===== config.mk =====
export PLATFORM = sky130hd
export DESIGN_NAME = key_search_controller
export DESIGN_NICKNAME = d
export VERILOG_FILES = /design/src/rtl/key_search_pkg.sv /design/src/rtl/key_search_watchdog.sv /design/src/rtl/key_search_controller.sv
export SDC_FILE = /design/constraint.sdc
export NUM_CORES = 1
export LEC_CHECK = 0
export ABC_AREA = 1
export BUFFER_PORTS_ARGS = -buffer_cell sky130_fd_sc_hd__buf_2
export CORE_AREA = 4 4 89 91
export CTS_CLUSTER_SIZE = 16
export DETAILED_ROUTE_END_ITERATION = 8
export DIE_AREA = 0 0 93 95
export PLACE_DENSITY = 0.89
export SYNTH_ARGS = -nofsm -noshare
export SYNTH_HDL_FRONTEND = slang
export SYNTH_SLANG_ARGS = --single-unit

===== constraint.sdc =====
create_clock -name clk -period 1.9 [get_ports clk]
set_input_delay 0.57 -clock clk [delete_from_list [all_inputs] [get_ports clk]]
set_output_delay 0.57 -clock clk [all_outputs]
set_load 0.03 [all_outputs]

===== src/rtl/key_search_pkg.sv =====
// ============================================================================
//  Module : key_search_pkg
//  Brief  : Shared state encoding and defaults for the RC4 key search block.
//  Rev    : 1.0  initial release
// ============================================================================
`default_nettype none

package key_search_pkg;

    localparam int KEY_W_DEF = 24;

    typedef enum logic [2:0] {
        IDLE      = 3'd0,
        REQ       = 3'd1,
        WAIT_KEY  = 3'd2,
        LAUNCH    = 3'd3,
        WAIT_DEC  = 3'd4,
        CHECK     = 3'd5,
        FOUND     = 3'd6,
        EXHAUSTED = 3'd7
    } ks_state_t;

endpackage

`default_nettype wire


===== src/rtl/key_search_watchdog.sv =====
// ============================================================================
//  Module : key_search_watchdog
//  Brief  : Load/count/expire counter bounding how long one decrypt may take.
//  Rev    : 1.0  initial release
// ============================================================================
`default_nettype none

module key_search_watchdog #(
    parameter int TIMEOUT_CYCLES = 4096
) (
    input  logic clk,
    input  logic reset,
    input  logic load_i,
    input  logic count_i,
    output logic expired_o
);

    localparam int              CNT_W  = (TIMEOUT_CYCLES > 2) ? $clog2(TIMEOUT_CYCLES) : 1;
    localparam logic [CNT_W-1:0] C_LAST = CNT_W'(TIMEOUT_CYCLES - 1);

    logic [CNT_W-1:0] cnt_q;

    always_ff @(posedge clk) begin
        if (reset || load_i) begin
            cnt_q <= '0;
        end else if (count_i) begin
            cnt_q <= cnt_q + 1'b1;
        end
    end

    // Fires on the TIMEOUT_CYCLES-th counted cycle.
    assign expired_o = count_i && (cnt_q == C_LAST);

endmodule

`default_nettype wire


===== src/rtl/key_search_controller.sv =====
// ============================================================================
//  Module : key_search_controller
//  Brief  : Requests candidate keys, launches RC4 decrypt, stops on first valid
//           key or when KEY_MAX has been tested. Optional decrypt watchdog is
//           enabled by defining KEY_SEARCH_TIMEOUT_EN.
//  Rev    : 1.0  initial release
// ============================================================================
`default_nettype none

module key_search_controller
    import key_search_pkg::*;
#(
    parameter int               KEY_W   = KEY_W_DEF,
    parameter logic [KEY_W-1:0] KEY_MAX = {2'b00, {(KEY_W-2){1'b1}}}
`ifdef KEY_SEARCH_TIMEOUT_EN
    ,
    parameter int               TIMEOUT_CYCLES = 4096
`endif
) (
    input  logic             clk,
    input  logic             reset,
    input  logic             start,
    output logic             generating_key,
    input  logic             key_generated,
    input  logic [KEY_W-1:0] key_in,
    output logic             decrypt_start,
    output logic [KEY_W-1:0] decrypt_key,
    input  logic             decrypt_done,
    input  logic             decrypt_valid,
    output logic             busy,
    output logic             found,
    output logic             exhausted,
    output logic [KEY_W-1:0] found_key,
    output logic [KEY_W-1:0] attempts
);

    ks_state_t        state_q, state_d;
    logic [KEY_W-1:0] key_q, key_d;
    logic [KEY_W-1:0] fkey_q, fkey_d;
    logic [KEY_W-1:0] att_q, att_d;
    logic             valid_q, valid_d;
    logic             found_q, found_d;
    logic             exh_q, exh_d;
    logic             w_timeout;

`ifdef KEY_SEARCH_TIMEOUT_EN
    key_search_watchdog #(
        .TIMEOUT_CYCLES(TIMEOUT_CYCLES)
    ) u_watchdog (
        .clk      (clk),
        .reset    (reset),
        .load_i   (state_q != WAIT_DEC),
        .count_i  (state_q == WAIT_DEC),
        .expired_o(w_timeout)
    );
`else
    assign w_timeout = 1'b0;
`endif

    always_ff @(posedge clk) begin
        if (reset) begin
            state_q <= IDLE;
            key_q   <= '0;
            fkey_q  <= '0;
            att_q   <= '0;
            valid_q <= 1'b0;
            found_q <= 1'b0;
            exh_q   <= 1'b0;
        end else begin
            state_q <= state_d;
            key_q   <= key_d;
            fkey_q  <= fkey_d;
            att_q   <= att_d;
            valid_q <= valid_d;
            found_q <= found_d;
            exh_q   <= exh_d;
        end
    end

    always_comb begin
        state_d = state_q;
        key_d   = key_q;
        fkey_d  = fkey_q;
        att_d   = att_q;
        valid_d = valid_q;
        found_d = found_q;
        exh_d   = exh_q;
        case (state_q)
            IDLE:     if (start) state_d = REQ;
            REQ:      state_d = WAIT_KEY;
            WAIT_KEY: begin
                if (key_generated) begin
                    key_d   = key_in;
                    state_d = LAUNCH;
                end
            end
            LAUNCH:   state_d = WAIT_DEC;
            WAIT_DEC: begin
                // A real completion wins over a simultaneous watchdog expiry.
                if (decrypt_done || w_timeout) begin
                    valid_d = decrypt_done && decrypt_valid;
                    if (att_q != {KEY_W{1'b1}}) att_d = att_q + 1'b1;
                    state_d = CHECK;
                end
            end
            CHECK: begin
                if (valid_q) begin
                    found_d = 1'b1;
                    fkey_d  = key_q;
                    state_d = FOUND;
                end else if (key_q >= KEY_MAX) begin
                    exh_d   = 1'b1;
                    state_d = EXHAUSTED;
                end else begin
                    state_d = REQ;
                end
            end
            FOUND, EXHAUSTED: state_d = state_q;
            default:          state_d = IDLE;
        endcase
    end

    assign generating_key = (state_q == REQ);
    assign decrypt_start  = (state_q == LAUNCH);
    assign busy           = (state_q != IDLE) && (state_q != FOUND) && (state_q != EXHAUSTED);
    assign decrypt_key    = key_q;
    assign found          = found_q;
    assign exhausted      = exh_q;
    assign found_key      = fkey_q;
    assign attempts       = att_q;

endmodule

`default_nettype wire

==> impl_metrics.tcl <==
set metrics [dict create \
    outcome "finished clean" \
    slew_viol_final 0 \
    synth_area_leaders "dfxtp_1, nand2_1, nor2_1, a21oi_1, nand3_1" \
    synthCells 516 \
    synth_top_area_share_pct 43.7 \
    numCtsBuffers 9 \
    clockBufferDepth 2 \
    nets 660 \
    syn_area_um2 3570 \
    holdPathStages 2 \
    critPathMaxFanout 5 \
    period_needed_ps 1850 \
    synth_cell_types 25 \
    dieArea_um2 8840 \
    vias 3825 \
    yosysMostFrequentCell "nand2_1" \
    overflow 0 \
    ys_dominant_reg_cell "dfxtp_1" \
    avgSynthCellArea_um2 6.92 \
    antenna_cells 0 \
    power_leakage_nw 1.98 \
    worst-r2r-setup-slack_ps 170 \
    cp.required_ps 1330 \
    cts_tree "yes" \
    io_pins 107 \
    peakVddDrop_mv 0.500 \
    root_buffer "clkbuf_8" \
    drive_above_1_share_pct 25.4 \
    cts.sink_count 78 \
    period_share_pct 97.2 \
    grt_max_degree 47 \
    die_h_um 95 \
    dp_slack_ps 75.8 \
    fin_ws_ps 53.7 \
    fp-row-count 31 \
    r2r_start "attempts[1]$_SDFFE_PP0P_" \
    r2r_cells 10 \
    coreArea_um2 7140 \
    worst_pin_slew_ps 526 \
    worstSetupPathType "reg -> out" \
    yosysTopAreaCell "dfxtp_1" \
    ys_seq_area_share_pct 43.7 \
    arrival_ps 1280 \
    drc 0 \
    die_w_um 93 \
    via_per_inst 5.22 \
    antenna_found_initial 0 \
    final_util_pct 62.5 \
    yosys_warnings 0 \
    ant_nets 0 \
    hold_class "reg -> reg" \
    hold_buffers 0 \
    h-tree-depth 3 \
    grt_pass1_vias 3545 \
    drt-total-wl_mm 10.1 \
    ys_ff_latch 78 \
    clk_pin_slew_ps 80 \
    p_per_area_nw_per_um2 793 \
    port_buffers 106 \
    grt.total_usage_pct 23.2 \
    r2r-end "attempts[17]$_SDFFE_PP0P_" \
    synth_edf_count 0 \
    syn_nets 547 \
    finalHoldViolCount 0 \
    fmax_mhz 542 \
    place.gp.congestion 0.946 \
    setup_viol 0 \
    critPathLaunchType "flop" \
    nFillCells 655 \
    endpoint_kind "output pin" \
    first_iter_violations 250 \
    clkLatencyLatePin_ps 360 \
    start_util_pct 50.1 \
    post-dp-hpwl_mm 7.21 \
    synth_common_cells "nand2_1, nor2_1, dfxtp_1, a21oi_1, inv_1" \
    synthToLayoutAreaGrowth_pct 24.9 \
    firstDrtPassIters 5 \
    worstHoldEndpoint "found$_SDFFE_PP0P_" \
    wl_per_cell_um 13.8 \
    hp-start "found$_SDFFE_PP0P_" \
    synthArstFlopShare_pct 0 \
    drv_cap 0 \
    grt_pass1_wl_mm 16.3 \
    slew_headroom_pct 64.8 \
    fin_skew_ps 8.78 \
]
==> cell usage in the layout, fill, tap and decap left out, types with 2 or more instances in the layout <==
cell / count
buf_2: 104
o21ai_0: 31
nor2_4: 2
clkbuf_8: 9
buf_4: 19
a21oi_1: 51
xor2_1: 10
nor2_2: 4
nand3_1: 36
xnor2_1: 4
nor2_1: 84
nor3_2: 2
nand4_1: 8
nand2_2: 4
clkinvlp_4: 2
dfxtp_1: 74
dfxtp_2: 3
nor3_1: 5
nand2_1: 128
clkinv_4: 2
nand3b_1: 3
inv_1: 37
==> logic make-up (layout without fill, tap and decap cells) <==
group	after synthesis	in the layout	share of synthesized area (%)
DFF	78	78	43.7
adders and majority gates	1	1	0.350
xor gates and xnor gates	14	14	3.43
buffers and inverters	62	180	7.67
and+or+nand+nor	278	278	33.1
AOI/OAI and AO/OA	83	83	11.7
==> registers in the layout, summed over array words and instances, names as in the netlist <==
name,count
attempts,24
valid_q,1
found,1
decrypt_key,24
found_key,24
state_q,3
exhausted,1
==> through the flow <==
step | power (W) | area (um^2) | instances | TNS [ps] | hold slack, ps
after floorplan | 0.00219 | 3570 | 516 | 0 | 454
after global placement | 0.00234 | 4250 | 716 | 0 | 434
after detailed placement | 0.00236 | 4250 | 716 | 0 | 448
after CTS | 0.00352 | 4430 | 732 | 0 | 456
after global routing | 0.00369 | 4460 | 733 | -25.8 | 461
final | 0.00354 | 4460 | 733 | 0 | 457
==> final cells by class <==
type / instances / area, um^2 / share of cell area (%)
multi-input combinational: 376 / 1750 / 39.2
clock buffer: 9 / 124 / 2.78
timing repair buffer: 125 / 691 / 15.5
clock inverter: 7 / 57.6 / 1.29
tap: 99 / 124 / 2.78
sequential: 78 / 1570 / 35.2
inverter: 39 / 149 / 3.34
==> how the worst max path moves through the flow <==
stage,to,slack (ps),startpoint
floorplan,attempts[1]$_SDFFE_PP0P_,40,attempts[0]$_SDFFE_PP0P_
global placement,attempts[3]$_SDFFE_PP0P_,170,attempts[1]$_SDFFE_PP0P_
detailed placement,attempts[3]$_SDFFE_PP0P_,80,attempts[1]$_SDFFE_PP0P_
CTS,busy,1,state_q[0]$_SDFFE_PP0P_
global route,decrypt_start,-30,state_q[1]$_SDFFE_PP0P_
finish,decrypt_start,50,state_q[1]$_SDFFE_PP0P_
==> per-layer routing <==
layer | vias up | GRT usage, % | wire, um
met2 | 190 | 39.8 | 4720
met4 | 0 | 9.40 | 234
met5 | - | 0 | 0
met3 | 24 | 7.09 | 1040
li1 | 1883 | - | -
met1 | 1728 | 27.0 | 4120
==> power by group <==
part           switching [W]  leakage (nW)  internal, W  total [W]
Combinational       0.000393          1.26     0.000184   0.000577
Sequential         0.0000798         0.632      0.00171    0.00179
Clock               0.000684        0.0877     0.000490    0.00117
Total                0.00116          1.98      0.00238    0.00354
==> worst max-delay path, cell delays in order (launching register included) <==
cell and delay (ps):
dfxtp_4 380, inv_1 80, nor2_2 140, nand2_1 90, inv_1 60, clkbuf_4 180
==> what timing repair did <==
action,CTS,global route
gates resized for setup,2,10
pin swaps,0,0
setup endpoints to repair,2,25
setup buffers,0,1
(Power assumes the default switching activity.)
